File: config.mk
export PLATFORM = sky130hd
export DESIGN_NAME = riscv_bp_resolve_flat
export DESIGN_NICKNAME = d
export VERILOG_FILES = /design/src/rtl/riscv_bp_resolve_if.sv /design/src/rtl/riscv_bp_resolve.sv /design/src/flat_wrapper.sv
export SDC_FILE = /design/constraint.sdc
export NUM_CORES = 1
export LEC_CHECK = 0
export ABC_CLOCK_PERIOD_IN_PS = 4200
export CORE_ASPECT_RATIO = 0.8
export CORE_MARGIN = 5
export CORE_UTILIZATION = 30
export DETAILED_ROUTE_END_ITERATION = 10
export GPL_ROUTABILITY_DRIVEN = 0
export HOLD_SLACK_MARGIN = 0.08
export PLACE_DENSITY = 0.72
export SLEW_MARGIN = 20
export SYNTH_ARGS = -nofsm -noshare
export SYNTH_HDL_FRONTEND = slang
export SYNTH_SLANG_ARGS = --single-unit
File: constraint.sdc
create_clock -name clk_i -period 4.2 [get_ports clk_i]
set_input_delay 0.84 -clock clk_i [delete_from_list [all_inputs] [get_ports clk_i]]
set_output_delay 0.84 -clock clk_i [all_outputs]
set_load 0.01 [all_outputs]
File: src/rtl/riscv_bp_resolve_if.sv
// Signal bundle between the pipeline (ID/EX stages) and the branch-resolution unit.
// The master side is the pipeline; the slave side is riscv_bp_resolve.
interface riscv_bp_resolve_if #(
    parameter int XLEN           = 32,
    parameter int BP_GLOBAL_BITS = 2
);
    logic                      id_bp_valid;
    logic                      id_stall;
    logic [1:0]                id_bp_predict;
    logic                      ex_branch_valid;
    logic                      ex_btaken;
    logic [XLEN-1:0]           ex_pc;
    logic                      flush;
    logic                      fifo_full;
    logic                      ex_mispredict;
    logic [BP_GLOBAL_BITS-1:0] bu_bp_history;
    logic [1:0]                bu_bp_predict;
    logic                      bu_bp_btaken;
    logic                      bu_bp_update;
    logic [XLEN-1:0]           bu_bp_pc;

    modport master (
        output id_bp_valid, id_stall, id_bp_predict,
        output ex_branch_valid, ex_btaken, ex_pc, flush,
        input  fifo_full, ex_mispredict,
        input  bu_bp_history, bu_bp_predict, bu_bp_btaken, bu_bp_update, bu_bp_pc
    );

    modport slave (
        input  id_bp_valid, id_stall, id_bp_predict,
        input  ex_branch_valid, ex_btaken, ex_pc, flush,
        output fifo_full, ex_mispredict,
        output bu_bp_history, bu_bp_predict, bu_bp_btaken, bu_bp_update, bu_bp_pc
    );
endinterface

File: src/rtl/riscv_bp_resolve.sv
// Branch resolution for the correlating predictor: ID->EX prediction FIFO, mispredict flag,
// predictor write-back and global history. Optional counters via RISCV_BP_STATS_EN.
module riscv_bp_resolve #(
    parameter int XLEN           = 32,
    parameter int BP_GLOBAL_BITS = 2,
    parameter int PIPE_DEPTH     = 2
) (
    input  logic                 clk_i,
    input  logic                 rst_ni,
    riscv_bp_resolve_if.slave    bp
`ifdef RISCV_BP_STATS_EN
    ,
    output logic [31:0]          stat_branches_o,
    output logic [31:0]          stat_mispredicts_o
`endif
);

    localparam int PW = $clog2(PIPE_DEPTH);
    localparam int CW = PW + 1;

    logic [1:0]                mem_q [PIPE_DEPTH];
    logic [PW-1:0]             wptr_q, rptr_q;
    logic [CW-1:0]             count_q, count_d;
    logic                      full_q;
    logic                      empty, push, pop, kill, mispredict;
    logic [1:0]                head;

    logic                      upd_q;
    logic [1:0]                predict_q;
    logic                      btaken_q;
    logic [XLEN-1:0]           pc_q;
    logic [BP_GLOBAL_BITS-1:0] hist_q, hist_shift;

    // An empty pop resolves against strong not-taken and leaves the pointers alone.
    // A pop frees the head slot, so a push is still accepted when full in that cycle.
    always_comb begin
        empty      = (count_q == '0);
        pop        = bp.ex_branch_valid & ~empty;
        head       = empty ? 2'b00 : mem_q[rptr_q];
        mispredict = bp.ex_branch_valid & (head[1] ^ bp.ex_btaken);
        kill       = bp.flush | mispredict;
        push       = bp.id_bp_valid & ~bp.id_stall & (~full_q | pop) & ~kill;
    end

    always_comb begin
        count_d = count_q;
        if (kill)
            count_d = '0;
        else if (push && !pop)
            count_d = count_q + CW'(1);
        else if (pop && !push)
            count_d = count_q - CW'(1);
    end

    always_ff @(posedge clk_i or negedge rst_ni) begin
        if (!rst_ni) begin
            wptr_q  <= '0;
            rptr_q  <= '0;
            count_q <= '0;
            full_q  <= 1'b0;
            for (int i = 0; i < PIPE_DEPTH; i++)
                mem_q[i] <= 2'b00;
        end else begin
            count_q <= count_d;
            full_q  <= (count_d == CW'(PIPE_DEPTH));
            if (push)
                mem_q[wptr_q] <= bp.id_bp_predict;
            // Wrong-path entries are discarded by restarting both pointers.
            if (kill) begin
                wptr_q <= '0;
                rptr_q <= '0;
            end else begin
                if (push)
                    wptr_q <= wptr_q + PW'(1);
                if (pop)
                    rptr_q <= rptr_q + PW'(1);
            end
        end
    end

    generate
        if (BP_GLOBAL_BITS == 1) begin : g_hist_1
            assign hist_shift = btaken_q;
        end else begin : g_hist_n
            assign hist_shift = {hist_q[BP_GLOBAL_BITS-2:0], btaken_q};
        end
    endgenerate

    // History only advances after the predictor has been written at the old history index.
    always_ff @(posedge clk_i or negedge rst_ni) begin
        if (!rst_ni) begin
            upd_q     <= 1'b0;
            predict_q <= 2'b00;
            btaken_q  <= 1'b0;
            pc_q      <= '0;
            hist_q    <= '0;
        end else begin
            upd_q <= bp.ex_branch_valid;
            if (bp.ex_branch_valid) begin
                predict_q <= head;
                btaken_q  <= bp.ex_btaken;
                pc_q      <= bp.ex_pc;
            end
            if (upd_q)
                hist_q <= hist_shift;
        end
    end

    assign bp.fifo_full     = full_q;
    assign bp.ex_mispredict = mispredict;
    assign bp.bu_bp_history = hist_q;
    assign bp.bu_bp_predict = predict_q;
    assign bp.bu_bp_btaken  = btaken_q;
    assign bp.bu_bp_update  = upd_q;
    assign bp.bu_bp_pc      = pc_q;

`ifdef RISCV_BP_STATS_EN
    logic [31:0] stat_br_q, stat_mp_q;

    always_ff @(posedge clk_i or negedge rst_ni) begin
        if (!rst_ni) begin
            stat_br_q <= '0;
            stat_mp_q <= '0;
        end else begin
            if (upd_q && stat_br_q != 32'hFFFF_FFFF)
                stat_br_q <= stat_br_q + 32'd1;
            if (mispredict && stat_mp_q != 32'hFFFF_FFFF)
                stat_mp_q <= stat_mp_q + 32'd1;
        end
    end

    assign stat_branches_o    = stat_br_q;
    assign stat_mispredicts_o = stat_mp_q;
`endif

endmodule

File: src/flat_wrapper.sv
// flat-port wrapper written by rule: the top's interface ports become plain ports
module riscv_bp_resolve_flat 
#(
    parameter int XLEN           = 32,
    parameter int BP_GLOBAL_BITS = 2,
    parameter int PIPE_DEPTH     = 2
)
  (clk_i, rst_ni, bp_id_bp_valid, bp_id_stall, bp_id_bp_predict, bp_ex_branch_valid, bp_ex_btaken, bp_ex_pc, bp_flush, bp_fifo_full, bp_ex_mispredict, bp_bu_bp_history, bp_bu_bp_predict, bp_bu_bp_btaken, bp_bu_bp_update, bp_bu_bp_pc);
  riscv_bp_resolve_if #(.XLEN(XLEN), .BP_GLOBAL_BITS(BP_GLOBAL_BITS)) bp_i ();
  input  logic clk_i;
  input  logic rst_ni;
  input wire logic [$bits(bp_i.id_bp_valid)-1:0] bp_id_bp_valid;
  input wire logic [$bits(bp_i.id_stall)-1:0] bp_id_stall;
  input wire logic [$bits(bp_i.id_bp_predict)-1:0] bp_id_bp_predict;
  input wire logic [$bits(bp_i.ex_branch_valid)-1:0] bp_ex_branch_valid;
  input wire logic [$bits(bp_i.ex_btaken)-1:0] bp_ex_btaken;
  input wire logic [$bits(bp_i.ex_pc)-1:0] bp_ex_pc;
  input wire logic [$bits(bp_i.flush)-1:0] bp_flush;
  output wire logic [$bits(bp_i.fifo_full)-1:0] bp_fifo_full;
  output wire logic [$bits(bp_i.ex_mispredict)-1:0] bp_ex_mispredict;
  output wire logic [$bits(bp_i.bu_bp_history)-1:0] bp_bu_bp_history;
  output wire logic [$bits(bp_i.bu_bp_predict)-1:0] bp_bu_bp_predict;
  output wire logic [$bits(bp_i.bu_bp_btaken)-1:0] bp_bu_bp_btaken;
  output wire logic [$bits(bp_i.bu_bp_update)-1:0] bp_bu_bp_update;
  output wire logic [$bits(bp_i.bu_bp_pc)-1:0] bp_bu_bp_pc;
  assign bp_i.id_bp_valid = bp_id_bp_valid;
  assign bp_i.id_stall = bp_id_stall;
  assign bp_i.id_bp_predict = bp_id_bp_predict;
  assign bp_i.ex_branch_valid = bp_ex_branch_valid;
  assign bp_i.ex_btaken = bp_ex_btaken;
  assign bp_i.ex_pc = bp_ex_pc;
  assign bp_i.flush = bp_flush;
  assign bp_fifo_full = bp_i.fifo_full;
  assign bp_ex_mispredict = bp_i.ex_mispredict;
  assign bp_bu_bp_history = bp_i.bu_bp_history;
  assign bp_bu_bp_predict = bp_i.bu_bp_predict;
  assign bp_bu_bp_btaken = bp_i.bu_bp_btaken;
  assign bp_bu_bp_update = bp_i.bu_bp_update;
  assign bp_bu_bp_pc = bp_i.bu_bp_pc;
  riscv_bp_resolve #(.XLEN(XLEN), .BP_GLOBAL_BITS(BP_GLOBAL_BITS), .PIPE_DEPTH(PIPE_DEPTH)) u_core (.clk_i(clk_i), .rst_ni(rst_ni), .bp(bp_i));
endmodule
==> metrics <==
status=finished clean; vias in the first global route=1413; drt via density=4.42; Post-Route WL=4110 um; Slew Limit Fails=0; CP Class=in -> out; Util after Layout=45.9%; WP data required=3360 ps; slew at the pin with the worst max-slew slack=605 ps; slowest CP cell=clkdlybuf4s50_1; clock sinks=47; cts repair resizes=0; Slew HR=59.7%; WL per Instance=13.9 um; min-delay worst type=reg -> reg; Final #Nets=253; Initial Utilization=30.4%; clock skew=4.19 ps; layout cell share with drive strength beyond 1=24.5%; routed vias=1308; post-synth top area share=61.3%; top post-synthesis cells by area=dfrtp_1 (61%), mux2_2 (21%), mux2_4 (2.3%), mux2i_1 (1.6%), buf_2 (1.3%); CTS clock-pin slew for the worst setup and hold paths=80 ps; unrepaired setup endpoints after global routing=false; area taken by multi-input logic gates=702 um^2; IO Pins=81; Synth Flop Type=dfrtp_1; Final period util=71.9%; CTS tree=done; leakage=1.19 nW; Bufs and invs on worst path=2; area added between synthesis and finish=51.1%; CTS buffer count=5; gr usage total=10.5%; Cells after Synth=128; area of the core=6310 um^2; FMAX=0.331 GHz; fill count=575; Detailed Route Iter0 Violations=32; sum of negative setup slack=0 ps; Die W=99.4 um; Max-Cap Viols=0; number of synthesis warnings=0; clock period minus worst slack=3020 ps; register area share after synthesis=61.3%; FFs w/ async S/R, synth=100%; Cell Rows=26; pin count of the biggest net entering global routing=48; die height=81.5 um; DRT Pass-1 Iters=4; CP top delay family=buffers and inverters; cell area after synthesis=1920 um^2; Syn Nets=170; FF/Latch Area=1180 um^2; Post-Syn Area per Cell=15.0 um^2; detailed placement HPWL=3080 um; port bufs=80; worst-path maximum fanout=4; Clock Latency Late Sink=290 ps; cts-stage hold buffer count=0; post-synth cell types=25; root buffer cell=clkbuf_8; PD cells=366 nW/um^2; maximum VDD drop=0.182 mV; total gr overflow=0; Die ar.=8100 um^2; Crit path top cell by count=clkdlybuf4s50_1; critical-path cell list=clkdlybuf4s50_1 -> xor2_1 -> and2_1 -> clkdlybuf4s50_1; Hold Slack=480 ps; first-pass GRT wire length=6740 um; largest area contributor in the netlist=dfrtp_1; Setup Fix Bufs, Post-CTS=0; Ant. Diodes=0; Final Hold Viols=0; initial antenna violation count=0; number of synthesized register bits=47; critical path startpoint category=primary input; DRT antenna net count=0; slowest stage delay, CP=530 ps; CP endpoint kind=output pin; Setup-failing EPs final=0; Critical Path AT=2180 ps; H-tree Lvls=2; number of synthesized flops with an enable pin=0; DRC Markers=0; clk buf depth=2
[cell usage in the layout, fill, tap and decap left out, drive strengths merged]
cell / count
nor2: 4
nor3b: 2
a31oi: 2
ha: 1
a21oi: 3
xnor2: 2
a211oi: 2
or3b: 1
mux2: 40
nand4: 1
inv: 4
buf: 3
nand2: 3
mux2i: 3
o22ai: 1
o21ai: 1
and2: 1
dfrtp: 47
xor2: 2
clkdlybuf4s50: 78
nand2b: 2
clkbuf: 8
nand3: 1
[cells in the mapped netlist (2+ instances only)]
library cell   n
mux2_2        35
a21oi_1        2
xnor2_1        2
nor2_1         4
mux2i_1        3
nand2b_1       2
nand2_1        3
mux2_4         3
mux2_1         2
dfrtp_1       47
nor3b_1        2
inv_1          4
a31oi_1        2
buf_2          5
xor2_1         2
[report_power, final]
part	internal [W]	switching, W
Clock	0.000150	0.000142
Combinational	0.000151	0.0000895
Sequential	0.000502	0.0000264
Total	0.000804	0.000258
[worst reg2reg max path, delay by kind of cell, from the launching register on]
kind | cells | cell delay (ps)
simple gates | 2 | 490
flops | 1 | 370
mux | 2 | 620
fa+ha+maj | 1 | 240
buf+inv | 1 | 80
[layout make-up]
type	count	area share, %
multi-input cells	72	24.2
clock buffers	8	3.45
inverters	4	0.518
repair buffers	81	27.6
well taps	84	3.63
flip-flops and latches	47	40.6
[metrics by stage]
| stage | instance area [um^2] | power, W | cells | setup WS, ps |
|---|---|---|---|---|
| after floorplan | 1920 | 0.000640 | 128 | 1950 |
| after global placement | 2800 | 0.000778 | 288 | 1190 |
| after detailed placement | 2800 | 0.000783 | 288 | 1180 |
| after CTS | 2900 | 0.00108 | 296 | 1170 |
| after global routing | 2900 | 0.00112 | 296 | 1120 |
| final | 2900 | 0.00106 | 296 | 1180 |
[worst paths after layout]
kind | slack, ps | end | cells past startpoint | startpoint
worst max register to register | 2290 | u_core.mem_q[0]$_DFFE_PN0P_ | 6 | u_core.count_q[0]$_DFF_PN0_
worst min register to register | 480 | u_core.bp.fifo_full$_DFF_PN0_ | 1 | u_core.count_q[0]$_DFF_PN0_
worst min-delay path | 480 | u_core.bp.fifo_full$_DFF_PN0_ | 1 | u_core.count_q[0]$_DFF_PN0_
worst max-delay path | 1180 | bp_ex_mispredict | 4 | bp_ex_btaken
max in group asynchronous | 3240 | u_core.bp.bu_bp_pc[14]$_DFFE_PN0P_ | 1 | rst_ni
min in group asynchronous | 540 | u_core.mem_q[1]$_DFFE_PN0P_ | 1 | rst_ni
[cell families (layout without fill, tap and decap cells)]
kind of cell	count (synthesis)	after routing	synth area share (%)
AOI/OAI and AO/OA	9	9	3.26
and+or+nand+nor	15	15	5.22
adders and majority gates	1	1	0.652
DFF	47	47	61.3
muxes	43	43	25.6
buffers and inverters	9	93	2.09
xor gates and xnor gates	4	4	1.83
[flip-flops by register name, indices dropped and copies added, names as in the netlist]
signal,cells
u_core.bp.bu_bp_btaken,1
u_core.bp.bu_bp_history,2
u_core.bp.bu_bp_pc,32
u_core.bp.bu_bp_predict,2
u_core.bp.bu_bp_update,1
u_core.bp.fifo_full,1
u_core.count_q,2
u_core.mem_q,4
u_core.rptr_q,1
u_core.wptr_q,1
[layer usage]
layer,vias up,wire (um),track usage [%]
met5,-,0,0
met1,638,1820,13.0
li1,614,-,-
met3,5,457,5.69
met2,51,1800,15.9
met4,0,26,2.86
Power figures use the tool's default switching activity.
